[src/rtl/feature_frame_sequencer_if.sv]
// Bundles the sequencer's control, SAR data and frame-handshake signals.
// master drives the sequencer (front end / classifier side); slave is the sequencer.
interface feature_frame_sequencer_if #(
    parameter int N          = 4,
    parameter int SAR_CYCLES = 5,
    parameter int NUM_FEAT   = 10
);
    localparam int FW  = $clog2(NUM_FEAT);
    localparam int SCW = $clog2(SAR_CYCLES);

    logic                  start;
    logic                  abort;
    logic                  mode_cont;
    logic [FW-1:0]         last_feat;
    logic [N-1:0]          quant_feat;
    logic                  frame_ready;
    logic                  clr_overrun;
    logic                  busy;
    logic [SCW-1:0]        sar_cnt;
    logic [NUM_FEAT-1:0]   feat_sel;
    logic [NUM_FEAT*N-1:0] frame_data;
    logic                  frame_valid;
    logic                  overrun;
    logic                  state_dbg;

    // A frame moves downstream on any clock where frame_valid and frame_ready are both 1;
    // frame_valid never drops without that transfer.
    modport master (
        output start, abort, mode_cont, last_feat, quant_feat, frame_ready, clr_overrun,
        input  busy, sar_cnt, feat_sel, frame_data, frame_valid, overrun, state_dbg
    );

    modport slave (
        input  start, abort, mode_cont, last_feat, quant_feat, frame_ready, clr_overrun,
        output busy, sar_cnt, feat_sel, frame_data, frame_valid, overrun, state_dbg
    );
endinterface

[src/rtl/feature_frame_sequencer.sv]
// Sequences SAR conversions over a runtime-sized set of feature slots and hands
// completed frames to a double-buffered valid/ready output with overrun detection.
module feature_frame_sequencer #(
    parameter int N          = 4,
    parameter int SAR_CYCLES = 5,
    parameter int NUM_FEAT   = 10
) (
    input logic                      clk,
    input logic                      rst,
    feature_frame_sequencer_if.slave bus
);
    localparam int FW  = $clog2(NUM_FEAT);
    localparam int SCW = $clog2(SAR_CYCLES);
    localparam int DW  = NUM_FEAT * N;
    localparam logic [FW-1:0]  LF_MAX   = FW'(NUM_FEAT - 1);
    localparam logic [SCW-1:0] SAR_LAST = SCW'(SAR_CYCLES - 1);

    typedef enum logic {S_IDLE = 1'b0, S_CONV = 1'b1} state_t;

    state_t              r_state;
    state_t              w_state_next;
    logic [SCW-1:0]      r_sar_cnt;
    logic [FW-1:0]       r_feat_cnt;
    logic [FW-1:0]       r_lf;
    logic [DW-1:0]       r_work;
    logic [DW-1:0]       r_frame_data;
    logic                r_frame_valid;
    logic                r_overrun;

    logic                w_start_acc;
    logic                w_slot_end;
    logic                w_frame_done;
    logic                w_load;
    logic                w_drop;
    logic [FW-1:0]       w_lf_clamped;
    logic [DW-1:0]       w_work_wr;
    logic [NUM_FEAT-1:0] w_feat_onehot;

    assign w_lf_clamped = (bus.last_feat > LF_MAX) ? LF_MAX : bus.last_feat;

    // Merge the slot captured this cycle so a completing frame already contains it.
    always_comb begin
        w_work_wr     = r_work;
        w_feat_onehot = '0;
        for (int k = 0; k < NUM_FEAT; k++) begin
            if (r_feat_cnt == FW'(k)) begin
                w_work_wr[k*N +: N] = bus.quant_feat;
                w_feat_onehot[k]    = 1'b1;
            end
        end
    end

    always_comb begin
        w_state_next = r_state;
        w_start_acc  = 1'b0;
        w_slot_end   = 1'b0;
        w_frame_done = 1'b0;
        case (r_state)
            S_IDLE: begin
                if (!bus.abort && bus.start) begin
                    w_start_acc  = 1'b1;
                    w_state_next = S_CONV;
                end
            end
            S_CONV: begin
                w_slot_end = (r_sar_cnt == SAR_LAST);
                if (bus.abort) begin
                    w_state_next = S_IDLE;
                end else if (w_slot_end && (r_feat_cnt >= r_lf)) begin
                    w_frame_done = 1'b1;
                    if (!bus.mode_cont) w_state_next = S_IDLE;
                end
            end
            default: w_state_next = S_IDLE;
        endcase
    end

    assign w_load = w_frame_done && (!r_frame_valid || bus.frame_ready);
    assign w_drop = w_frame_done && r_frame_valid && !bus.frame_ready;

    always_ff @(posedge clk or posedge rst) begin
        if (rst) r_state <= S_IDLE;
        else     r_state <= w_state_next;
    end

    always_ff @(posedge clk or posedge rst) begin
        if (rst) begin
            r_sar_cnt  <= '0;
            r_feat_cnt <= '0;
            r_lf       <= '0;
            r_work     <= '0;
        end else if (w_start_acc) begin
            r_sar_cnt  <= '0;
            r_feat_cnt <= '0;
            r_lf       <= w_lf_clamped;
            r_work     <= '0;
        end else if (r_state == S_CONV) begin
            if (bus.abort) begin
                r_sar_cnt  <= '0;
                r_feat_cnt <= '0;
            end else if (w_slot_end) begin
                r_sar_cnt <= '0;
                if (w_frame_done) begin
                    // Prepare the next continuous frame; harmless when going idle.
                    r_feat_cnt <= '0;
                    r_work     <= '0;
                    r_lf       <= w_lf_clamped;
                end else begin
                    r_feat_cnt <= r_feat_cnt + 1'b1;
                    r_work     <= w_work_wr;
                end
            end else begin
                r_sar_cnt <= r_sar_cnt + 1'b1;
            end
        end
    end

    always_ff @(posedge clk or posedge rst) begin
        if (rst) begin
            r_frame_data  <= '0;
            r_frame_valid <= 1'b0;
            r_overrun     <= 1'b0;
        end else begin
            if (w_load) begin
                r_frame_data  <= w_work_wr;
                r_frame_valid <= 1'b1;
            end else if (r_frame_valid && bus.frame_ready) begin
                r_frame_valid <= 1'b0;
            end
            if (w_drop)                r_overrun <= 1'b1;
            else if (bus.clr_overrun)  r_overrun <= 1'b0;
        end
    end

    assign bus.busy        = (r_state == S_CONV);
    assign bus.sar_cnt     = r_sar_cnt;
    assign bus.feat_sel    = (r_state == S_CONV) ? w_feat_onehot : '0;
    assign bus.frame_data  = r_frame_data;
    assign bus.frame_valid = r_frame_valid;
    assign bus.overrun     = r_overrun;
    assign bus.state_dbg   = r_state;
endmodule

[src/flat_wrapper.sv]
// flat-port wrapper written by rule: the top's interface ports become plain ports
module feature_frame_sequencer_flat 
#(
    parameter int N          = 4,
    parameter int SAR_CYCLES = 5,
    parameter int NUM_FEAT   = 10
)
  (clk, rst, bus_start, bus_abort, bus_mode_cont, bus_last_feat, bus_quant_feat, bus_frame_ready, bus_clr_overrun, bus_busy, bus_sar_cnt, bus_feat_sel, bus_frame_data, bus_frame_valid, bus_overrun, bus_state_dbg);
  feature_frame_sequencer_if #(.N(N), .SAR_CYCLES(SAR_CYCLES), .NUM_FEAT(NUM_FEAT)) bus_i ();
  input logic clk;
  input logic rst;
  input wire logic [$bits(bus_i.start)-1:0] bus_start;
  input wire logic [$bits(bus_i.abort)-1:0] bus_abort;
  input wire logic [$bits(bus_i.mode_cont)-1:0] bus_mode_cont;
  input wire logic [$bits(bus_i.last_feat)-1:0] bus_last_feat;
  input wire logic [$bits(bus_i.quant_feat)-1:0] bus_quant_feat;
  input wire logic [$bits(bus_i.frame_ready)-1:0] bus_frame_ready;
  input wire logic [$bits(bus_i.clr_overrun)-1:0] bus_clr_overrun;
  output wire logic [$bits(bus_i.busy)-1:0] bus_busy;
  output wire logic [$bits(bus_i.sar_cnt)-1:0] bus_sar_cnt;
  output wire logic [$bits(bus_i.feat_sel)-1:0] bus_feat_sel;
  output wire logic [$bits(bus_i.frame_data)-1:0] bus_frame_data;
  output wire logic [$bits(bus_i.frame_valid)-1:0] bus_frame_valid;
  output wire logic [$bits(bus_i.overrun)-1:0] bus_overrun;
  output wire logic [$bits(bus_i.state_dbg)-1:0] bus_state_dbg;
  assign bus_i.start = bus_start;
  assign bus_i.abort = bus_abort;
  assign bus_i.mode_cont = bus_mode_cont;
  assign bus_i.last_feat = bus_last_feat;
  assign bus_i.quant_feat = bus_quant_feat;
  assign bus_i.frame_ready = bus_frame_ready;
  assign bus_i.clr_overrun = bus_clr_overrun;
  assign bus_busy = bus_i.busy;
  assign bus_sar_cnt = bus_i.sar_cnt;
  assign bus_feat_sel = bus_i.feat_sel;
  assign bus_frame_data = bus_i.frame_data;
  assign bus_frame_valid = bus_i.frame_valid;
  assign bus_overrun = bus_i.overrun;
  assign bus_state_dbg = bus_i.state_dbg;
  feature_frame_sequencer #(.N(N), .SAR_CYCLES(SAR_CYCLES), .NUM_FEAT(NUM_FEAT)) u_core (.clk(clk), .rst(rst), .bus(bus_i));
endmodule
[config.mk]
export PLATFORM = sky130hd
export DESIGN_NAME = feature_frame_sequencer_flat
export DESIGN_NICKNAME = d
export VERILOG_FILES = /design/src/rtl/feature_frame_sequencer_if.sv /design/src/rtl/feature_frame_sequencer.sv /design/src/flat_wrapper.sv
export SDC_FILE = /design/constraint.sdc
export NUM_CORES = 1
export LEC_CHECK = 0
export ABC_AREA = 1
export CORE_UTILIZATION = 47
export DETAILED_ROUTE_END_ITERATION = 6
export PLACE_DENSITY = 0.78
export SETUP_SLACK_MARGIN = 0.2
export SLEW_MARGIN = 20
export SYNTH_ARGS = -nofsm -noshare
export SYNTH_HDL_FRONTEND = slang
export SYNTH_SLANG_ARGS = --single-unit
[constraint.sdc]
create_clock -name clk -period 3 [get_ports clk]
set_input_delay 0.6 -clock clk [delete_from_list [all_inputs] [get_ports clk]]
set_output_delay 0.6 -clock clk [all_outputs]
set_load 0.005 [all_outputs]
---- Word level (Yosys, flattened, before mapping) ----
Cells that the tools add are included.
Widths: inputs -> output; s select.
storage, ports and cells
  register bits after elaboration ......... 94
  input bits .............................. 15
  output and inout port bits .............. 57
  logic and storage cells ................. 99
cells by class
  add/sub/neg operators ................... 2
  order comparisons ....................... 2
  equality and inequality tests ........... 11
  multiplexer cells ....................... 55
  bitwise gates (word level) .............. 1
  reductions and logical operators ........ 20
operator list
  operator             count
  $mux 40              5
  $mux 4               21
  $mux 1               23
  $eq 4x3->1 const B   4
  $mux 3               4
  $mux 10              1
  $reduce_bool 2->1    5
  $eq 4x2->1 const B   2
  $eq 4x4->1 const B   2
  $logic_and 1x1->1    6
  $add 4x1->4 const B  1
  $eq 4x1->1 const B   1
  $ge 4x4->1           1
  $gt 4x4->1 const B   1
  $logic_not 4->1      1
  $reduce_and 4->1     1
  $add 3x1->3 const B  1
  $eq 3x3->1 const B   1
  $logic_not 1->1      3
  $reduce_and 3->1     1
  $reduce_bool 3->1    1
  $ne 2x1->1 const B   1
  $pmux 1 s2           1
  $reduce_and 2->1     1
  2 further kinds      2

---- Longest topological paths before layout ----
Gate-level depths: netlist of run 1.
  depth after elaboration ................. 10
  depth in mapped cells ................... 12
  depth with buffers taken out ............ 11

---- Worst setup path before layout of run 1 ----
No wires, ideal clock.
  path type ............................... register to output
  from .................................... reg u_core.r_feat_cnt[0]
  to ...................................... out bus_feat_sel[8]
  arrival ................................. 1.070 ns
  required time ........................... 2.400 ns
  slack ................................... 1.330 ns
  stages on the path, launching flop included .. 5
  buffers on the path ..................... 0
  cell sequence ........................... dfrtp_1 inv_1 ha_1 nand3_1 nor2_1
between the ends
  longest elaborated chain between the ends .. 3
ends and longest elaborated chain
  item                      line                            RTL
  start: declaration        feature_frame_sequencer.sv:23   logic [FW-1:0] r_feat_cnt;
  start signal: assignment  feature_frame_sequencer.sv:109  r_feat_cnt <= r_feat_cnt + 1'b1;
  $eq 4x4->1                feature_frame_sequencer.sv:46   if (r_feat_cnt == FW'(k)) begin
  $mux 1                    feature_frame_sequencer.sv:46
  $mux 10                   feature_frame_sequencer.sv:137  assign bus.feat_sel = (r_state == S_CONV) ? w_feat_onehot : '0;
  end: declaration          flat_wrapper.sv:21              output wire logic [$bits(bus_i.feat_sel)-1:0] bus_feat_sel;
No other way between the ends.

---- Worst setup path after layout of run 1 ----
  from .................................... reg u_core.r_feat_cnt[1]
  to ...................................... out bus_feat_sel[1]
between the ends
  longest elaborated chain between the ends .. 3
ends and longest elaborated chain
  item        line
  $eq 4x1->1  feature_frame_sequencer.sv:46
  $mux 1      feature_frame_sequencer.sv:46
  $mux 10     feature_frame_sequencer.sv:137
No other way between the ends.

==> impl_metrics.toml, run 1 <==
[timing]
final-max-slew-violation-count = 0
setup-violations-final = 0
fin_worst_skew_ns = 0.00894
max_freq_mhz = 363
post-route-period-util = 0.920
hold_violations = 0
rsz0062_at_grt = "yes"
worst_pin_slew_ns = 0.501
fin_setup_tns_ns = 0
min_period_ns = 2.76
slew_headroom = 0.666

[place]
dpl.cell_count = 755
place_congestion = 0.881
place_hpwl_um = 7140
portBuffers = 71

[worst_setup_path]
endpoint = "bus_feat_sel[1]"
max_stage_delay_ns = 0.52
critPathRequiredTime_ns = 2.40
path_max_fanout = 9
critPathKind = "flip-flop to primary output"
rr_endpoint = "u_core.r_work[11]"
crit_path_end_kind = "primary output"
r2r_cells = 9
rrSetupSlack_ns = 0.73
crit_path_start_kind = "flip-flop"
crit_arrival_ns = 2.16
r2r-start = "u_core.r_feat_cnt[2]"
worstSetupStartpoint = "u_core.r_feat_cnt[1]"
path_cells = "inv_1, ha_1, nand2_1, nor2_1, clkdlybuf4s50_1"
cpMaxStageDelayCell = "clkdlybuf4s50_1"

[cells_and_area]
diodes = 0
final_cells = 771
fin_nets = 662
final.fill_count = 838
area_growth_pct = 24.3
layout-drive-gt1-share = 0.0654

[min_path]
hold_path.class = "flip-flop to flip-flop"
hold_start = "u_core.bus.frame_data[17]"

[cts]
cts_htree_levels = 3
cts_setup_buffers = 0
cts_sinks = 94
cts_buffer_depth = 2
cts_inserted_buffers = 9
cts_tree = "yes"
root_buffer = "clkbuf_8"
clkSlewWorstSetupHoldPaths_ns = 0.09
clkLatencyLatePin_ns = 0.38

[logic_synthesis]
async_flop_share = 1.00
synth_edf_count = 0
ys.flop_type = "dfrtp_1"
synth_top_area_frac = 0.522
syn_inst = 574
synthTopCellsByArea = "dfrtp_1 52%, nand2_1 20%, o21ai_0 5.3%, nor2_1 3.7%, nand3_1 3.2%"
synth_area_leader_cell = "dfrtp_1"
synth_common_cells = "236 x nand2_1, 94 x dfrtp_1, 48 x o21ai_0, 44 x nor2_1, 29 x nand3_1"
syn_area_per_cell_um2 = 7.85
synth_nets = 599
syn-cell-area_um2 = 4510
yosysMostFrequentCell = "nand2_1"
ys_seq_elements = 94
yosysSeqAreaShare = 0.522
ys_types = 25
ys_warn_count = 0

[routing]
drc = 0
dr.pass1.iters = 5
wl_um = 10900
first_iter_violations = 414
via_count = 4018
via_per_inst = 5.21
wl_per_cell_um = 14.1
ant_nets = 0

[run_status]
status = "finished clean"

[grt]
grt_pass1_wl_um = 18500
antenna_found_initial = 0
grt.total_usage = 0.237
grt_pass1_vias = 3788
grt_overflow_total = 0
grt_max_degree = 95

[die]
start_util = 0.486
die_w_um = 99.9
num_rows = 35
core_area_um2 = 9280
io_pins = 72
die-area_um2 = 9990
die_h_um = 99.9

[power_and_ir_drop]
power.leakage_uw = 0.00274
comb_power_share = 0.217
p_switching_uw = 1020
seqPwrFrac = 0.483
power.density_nw_per_um2 = 577
p_int_uw = 2220
vdd.ir_drop.worst_v = 0.000256
swShare = 0.314
pwr-share-clk = 0.300

[run]
cap_violations = 0
## worst min-delay path by stage
stage                                            to  slack (ns)  depth (start not counted)
after global routing      u_core.bus.frame_data[17]        0.51                          2
after global placement            u_core.r_work[33]        0.46                          2
after detailed placement  u_core.bus.frame_data[30]        0.46                          2
final                     u_core.bus.frame_data[17]        0.48                          2
after floorplan                   u_core.r_work[19]        0.45                          2
after CTS                 u_core.bus.frame_data[17]        0.49                          2
## kinds of logic (layout without fill, tap and decap cells)
group,after synthesis,count (layout),synth area share
buffers and inverters,60,128,0.0558
AND/OR/NAND/NOR,338,338,0.311
adder cells (fa/ha/maj),10,10,0.0278
flip-flops,94,94,0.522
XOR/XNOR,1,1,0.00194
AO/OA/AOI/OAI,71,71,0.0816
## layout make-up
cell class,count,area (um2),share of cell area
multi-input combinational,420,1930,0.345
timing repair buffer,79,796,0.142
clock inverter,5,81.3,0.0145
tap,129,161,0.0288
inverter,33,128,0.0228
clock buffer,11,151,0.0270
sequential,94,2350,0.420
## per-layer routing
layer	routed length, um	vias up	GRT usage
met5	0	-	0
met4	259	0	0.0984
met3	723	25	0.0508
met2	4990	161	0.368
met1	4880	1867	0.326
li1	-	1965	-
## flip-flops by register name (all words and copies together) (netlist names)
| name | cells |
|---|---|
| u_core.bus.frame_data | 40 |
| u_core.bus.overrun | 1 |
| u_core.r_work | 40 |
| u_core.bus.frame_valid | 1 |
| u_core.r_lf | 4 |
| u_core.bus.busy | 1 |
| u_core.r_feat_cnt | 4 |
| u_core.bus.sar_cnt | 3 |
## power groups by stage
stage | Clock, uW | Sequential [uW] | Combinational (uW)
6_report | 971 | 1560 | 702
5_1_grt | 1040 | 1580 | 803
4_1_cts | 980 | 1560 | 691
3_5_place_dp | 0 | 1580 | 685
3_3_place_gp | 0 | 1570 | 658
2_1_floorplan | 0 | 1550 | 488
## critical path: cells and delay by family, from the launching register on
family	cells	cell delay, ns
AND/OR/NAND/NOR	2	0.43
buffers and inverters	2	0.64
flip-flops	1	0.47
adder cells (fa/ha/maj)	1	0.24
## placed cells by master (no fill, tap or decap), types with 2 or more instances in the layout
cell	n
bufinv_16	2
clkinvlp_4	2
o21ai_1	5
clkbuf_8	11
nor2_1	44
buf_4	6
dfrtp_1	94
nand3_1	23
inv_2	4
clkdlybuf4s50_1	71
a21oi_1	16
ha_1	10
clkinv_1	3
nand3_2	7
buf_12	2
o21ai_0	48
inv_1	25
nor2_4	2
nand4_1	23
nand2_1	236
## per-stage QoR
step / hold slack (ns) / instance area [um2] / worst slack [ns] / total power (uW) / util
6_report: 0.485 / 5600 / 0.241 / 3230 / 0.604
3_5_place_dp: 0.464 / 5340 / 0.578 / 2260 / 0.575
4_1_cts: 0.488 / 5580 / 0.168 / 3230 / 0.601
3_3_place_gp: 0.462 / 5340 / 0.608 / 2230 / 0.575
2_1_floorplan: 0.449 / 4510 / 1.29 / 2040 / -
5_1_grt: 0.508 / 5600 / 0.154 / 3430 / 0.604
## timing repair
action,CTS,global route
setup endpoints to repair,3,5
hold buffers,0,0
gates resized for setup,1,5
(Power assumes the default switching activity.)
==> run 2: changes to the inputs <==
Settings changed: PLACE_DENSITY 0.78 to 0.75.
Clock period 3 ns to 2.8 ns, I/O delays scaled along.
==> run 2 against run 1 <==
Effect of this change: cell area is 0.92% higher; global-route usage fell by 0.39 points; power increased by 3.5%; largest power group unchanged; critical endpoint is now bus_feat_sel[5]; critical path type unchanged; largest cell class unchanged; register-to-register slack worse by 0.02 ns; worst hold slack better by 0.0041 ns; highest routed layer unchanged.
==> impl_metrics.toml, run 2 (synthesized netlist as in run 1, its figures left out) <==
[run_status]
status = "finished clean"

[grt]
grt_max_degree = 95
grt_overflow_total = 0
grt.total_usage = 0.234
grt_pass1_vias = 3935
antenna_found_initial = 0
grt_pass1_wl_um = 18400

[die]
core_area_um2 = 9280
die_w_um = 99.9
num_rows = 35
die-area_um2 = 9990
io_pins = 72
die_h_um = 99.9
start_util = 0.486

[routing]
first_iter_violations = 267
dr.pass1.iters = 5
ant_nets = 0
via_count = 4096
wl_um = 11100
wl_per_cell_um = 14.4
wl_met1_um = 4990
drc = 0
met2WireLength_um = 5320
via_per_inst = 5.31
top_layer = "met4"
met3WireLength_um = 506

[run]
cap_violations = 0

[cts]
cts_tree = "yes"
holdBufCountCts = 0
cts_inserted_buffers = 9
cts_buffer_depth = 2
cts_htree_levels = 3
clkSlewWorstSetupHoldPaths_ns = 0.10
cts_sinks = 94
clkLatencyLatePin_ns = 0.36
root_buffer = "clkbuf_8"

[power_and_ir_drop]
vdd.ir_drop.worst_v = 0.000301
power.leakage_uw = 0.00271
power.density_nw_per_um2 = 592

[worst_setup_path]
crit_path_start_kind = "flip-flop"
critPathKind = "flip-flop to primary output"
crit_path_end_kind = "primary output"
crit_arrival_ns = 1.99
rrSetupSlack_ns = 0.71
path_max_fanout = 9
critPathRequiredTime_ns = 2.24

[timing]
fin_setup_tns_ns = 0
rsz0062_at_grt = "yes"
max_freq_mhz = 392
slew_headroom = 0.416
setup-violations-final = 0
worst_pin_slew_ns = 0.876
min_period_ns = 2.55
fin_worst_skew_ns = 0.0117
final-max-slew-violation-count = 0
setup_ws_ns = 0.250
post-route-period-util = 0.911
holdWs_ns = 0.489
hold_violations = 0

[cells_and_area]
mostFrequentLayoutCells = "232 x nand2_1, 90 x dfrtp_1, 71 x clkdlybuf4s50_1, 48 x o21ai_0, 41 x nor2_1"
fin_nets = 662
diodes = 0
final.fill_count = 839
area_growth_pct = 25.5
final_common_cell = "nand2_1"
layout-drive-gt1-share = 0.0935
seqCellArea_um2 = 2360
multi_input_area_um2 = 2030

[place]
portBuffers = 71
pre_cts_ws_ns = 0.220
place_hpwl_um = 7060
place_congestion = 0.838

[min_path]
hold_path.class = "flip-flop to flip-flop"
run 2: path summary, 6_finish.rpt:
check | start | end | depth (start not counted)
worst min register to register | u_core.bus.frame_data[27] | u_core.bus.frame_data[27] | 2
min in group asynchronous | rst | u_core.bus.frame_data[33] | 3
max in group asynchronous | rst | u_core.r_feat_cnt[0] | 3
worst max register to register | u_core.r_feat_cnt[2] | u_core.r_feat_cnt[0] | 8
worst min-delay path | u_core.bus.frame_data[27] | u_core.bus.frame_data[27] | 2
worst max-delay path | u_core.r_feat_cnt[1] | bus_feat_sel[5] | 5
run 2: worst max-delay path, cell delays in order, from the launching register on:
cell and delay (ns):
dfrtp_2 0.47, inv_2 0.12, ha_4 0.20, nand3_4 0.14, nor2_1 0.16, clkdlybuf4s50_1 0.54
run 2: repair_timing:
item / in CTS / in global routing
setup endpoints to repair: 8 / 10
setup buffers: 0 / 2
resized for setup: 12 / 22
run 2: layout make-up:
cell class	count	area share
Multi-Input combinational cell	420	0.359
Clock inverter	5	0.00752
Clock buffer	11	0.0268
Tap cell	129	0.0285
Inverter	33	0.0226
Sequential cell	94	0.417
Timing Repair Buffer	79	0.138
run 2: power by group:
part | switching [uW] | total, uW | internal [uW] | leakage (uW)
clock network | 492 | 871 | 380 | 0.0000961
registers | 127 | 1680 | 1550 | 0.00127
logic | 496 | 797 | 302 | 0.00135
run 2: metal layers:
layer	GRT usage	up-vias
li1	-	1962
met4	0.110	0
met2	0.378	139
met3	0.0306	21
met5	0	-
met1	0.313	1974
run 2: through the flow:
| step | instances | total power (uW) | area (um2) | utilization |
|---|---|---|---|---|
| after global routing | 771 | 3540 | 5660 | 0.609 |
| after floorplan | 574 | 2180 | 4510 | - |
| after detailed placement | 753 | 2410 | 5310 | 0.572 |
| after CTS | 769 | 3300 | 5550 | 0.598 |
| after global placement | 753 | 2370 | 5310 | 0.572 |
| final | 771 | 3350 | 5660 | 0.609 |
==> run 3: changes to the inputs <==
Settings changed: ABC_CLOCK_PERIOD_IN_PS set to 2800, CORE_UTILIZATION 47 to 54, CTS_CLUSTER_SIZE set to 28, PLACE_DENSITY 0.75 to 0.84.
==> run 3 against run 2 <==
Effect of this change: sequential power barely moved; routed wire length rose by 2.6%; first-iteration DRC count rose by 92%; register-to-register slack got worse by 0.08 ns; critical path depth did not move; cell count fell by 2.9%; worst hold slack got worse by 0.0061 ns; worst setup slack improved by 0.026 ns; clock skew barely moved; die area fell by 13%; highest routed layer unchanged.
==> impl_metrics.toml, run 3 (synthesized netlist as in run 1, its figures left out) <==
[grt]
antenna_found_initial = 0
grt_overflow_total = 0
grt_pass1_wl_um = 18500
grt_pass1_vias = 4009
grt_max_degree = 75
grt.total_usage = 0.276

[worst_setup_path]
critPathRequiredTime_ns = 2.24
critPathKind = "flip-flop to primary output"
crit_path_end_kind = "primary output"
r2r-start = "u_core.r_feat_cnt[3]"
rr_endpoint = "u_core.r_work[4]"
worstSetupStartpoint = "u_core.r_feat_cnt[1]"
crit_arrival_ns = 1.96
rrSetupSlack_ns = 0.63
endpoint = "bus_feat_sel[8]"
path_max_fanout = 9
crit_path_start_kind = "flip-flop"
r2r_cells = 6

[cells_and_area]
final_area_um2 = 5640
final_common_cell = "nand2_1"
fin_nets = 667
layout-drive-gt1-share = 0.0974
mostFrequentLayoutCells = "232 x nand2_1, 90 x dfrtp_1, 71 x clkdlybuf4s50_1, 48 x o21ai_0, 40 x nor2_1"
diodes = 0
fin_util = 0.715
area_growth_pct = 25.0

[place]
dpl-instance-area_um2 = 5330
portBuffers = 71
place_congestion = 0.908
place_hpwl_um = 7360

[timing]
hold_violations = 0
max_freq_mhz = 396
rsz0062_at_grt = "no"
fin_worst_skew_ns = 0.0116
post-route-period-util = 0.901
fin_setup_tns_ns = 0
slew_headroom = 0.670
setup-violations-final = 0
min_period_ns = 2.52
worst_pin_slew_ns = 0.496
final-max-slew-violation-count = 0

[min_path]
hold_path.class = "flip-flop to flip-flop"

[cts]
cts_buffer_depth = 2
cts_sinks = 94
clkLatencyLatePin_ns = 0.37
root_buffer = "clkbuf_8"
cts_htree_levels = 3
holdBufCountCts = 0
cts_tree = "yes"
cts_inserted_buffers = 9
clkSlewWorstSetupHoldPaths_ns = 0.09

[die]
die-area_um2 = 8720
die_h_um = 93.4
core_area_um2 = 7890
io_pins = 72
die_w_um = 93.4
num_rows = 32
start_util = 0.572

[routing]
wl_um = 11400
first_iter_violations = 513
wl_per_cell_um = 15.2
drc = 0
ant_nets = 0
via_count = 4219
dr.pass1.iters = 6
via_per_inst = 5.63

[power_and_ir_drop]
p_switching_uw = 1150
p_int_uw = 2210
power.density_nw_per_um2 = 596
swShare = 0.342
pwr-share-clk = 0.253
comb_power_share = 0.247
seqPwrFrac = 0.500
power.leakage_uw = 0.00273
vdd.ir_drop.worst_v = 0.000302

[run]
cap_violations = 0

[run_status]
status = "finished clean"
-- run 3: cell types whose count changed in the layout (fill, tap and decap cells not counted), sizes merged --
cell    previous run  this run
buf                8        13
clkbuf            11        10
inv               30        31
-- run 3: through the flow --
stage / total power, uW / worst slack, ns / hold WS (ns) / cells
finish: 3360 / 0.276 / 0.483 / 749
global route: 3540 / 0.210 / 0.508 / 749
CTS: 3280 / 0.194 / 0.487 / 747
detailed placement: 2430 / 0.431 / 0.465 / 731
global placement: 2370 / 0.509 / 0.461 / 731
floorplan: 2180 / 1.13 / 0.449 / 574
-- run 3: critical path, stage by stage, from the launching register on --
cell             delay [ns]
dfrtp_2                0.47
inv_2                  0.12
ha_4                   0.18
nand3_4                0.14
nor2_2                 0.16
clkdlybuf4s50_1        0.52
-- run 3: how the worst min path moves through the flow --
stage / start / to / slack (ns) / cells past startpoint
detailed placement: u_core.bus.frame_data[3] / u_core.bus.frame_data[3] / 0.47 / 2
finish: u_core.bus.frame_data[3] / u_core.bus.frame_data[3] / 0.48 / 2
global placement: u_core.bus.frame_data[11] / u_core.bus.frame_data[11] / 0.46 / 2
floorplan: u_core.r_work[19] / u_core.r_work[19] / 0.45 / 2
global route: u_core.r_work[6] / u_core.r_work[6] / 0.51 / 2
CTS: u_core.bus.frame_data[3] / u_core.bus.frame_data[3] / 0.49 / 2
-- run 3: cell type report --
class	instances	area (um2)
clock inverters	6	43.8
flip-flops and latches	94	2360
inverters	33	130
multi-input cells	420	2010
fillers	595	2250
repair buffers	84	833
clock buffers	10	138
well taps	102	128
-- run 3: per-layer routing --
layer / GRT usage / wire (um)
met1: 0.364 / 4650
met2: 0.447 / 5400
met3: 0.0423 / 1010
met4: 0.137 / 345
met5: 0 / 0
-- run 3: power groups by stage --
| stage | clock (uW) | sequential, uW | combinational [uW] |
|---|---|---|---|
| final | 851 | 1680 | 828 |
| after global routing | 912 | 1700 | 924 |
| after CTS | 853 | 1670 | 756 |
| after detailed placement | 0 | 1690 | 735 |
| after global placement | 0 | 1680 | 692 |
| after floorplan | 0 | 1660 | 522 |
-- run 3: repair_timing --
item | CTS | global route
buffers inserted | 0 | 2
setup endpoints to repair | 6 | 9
resized for setup | 13 | 17
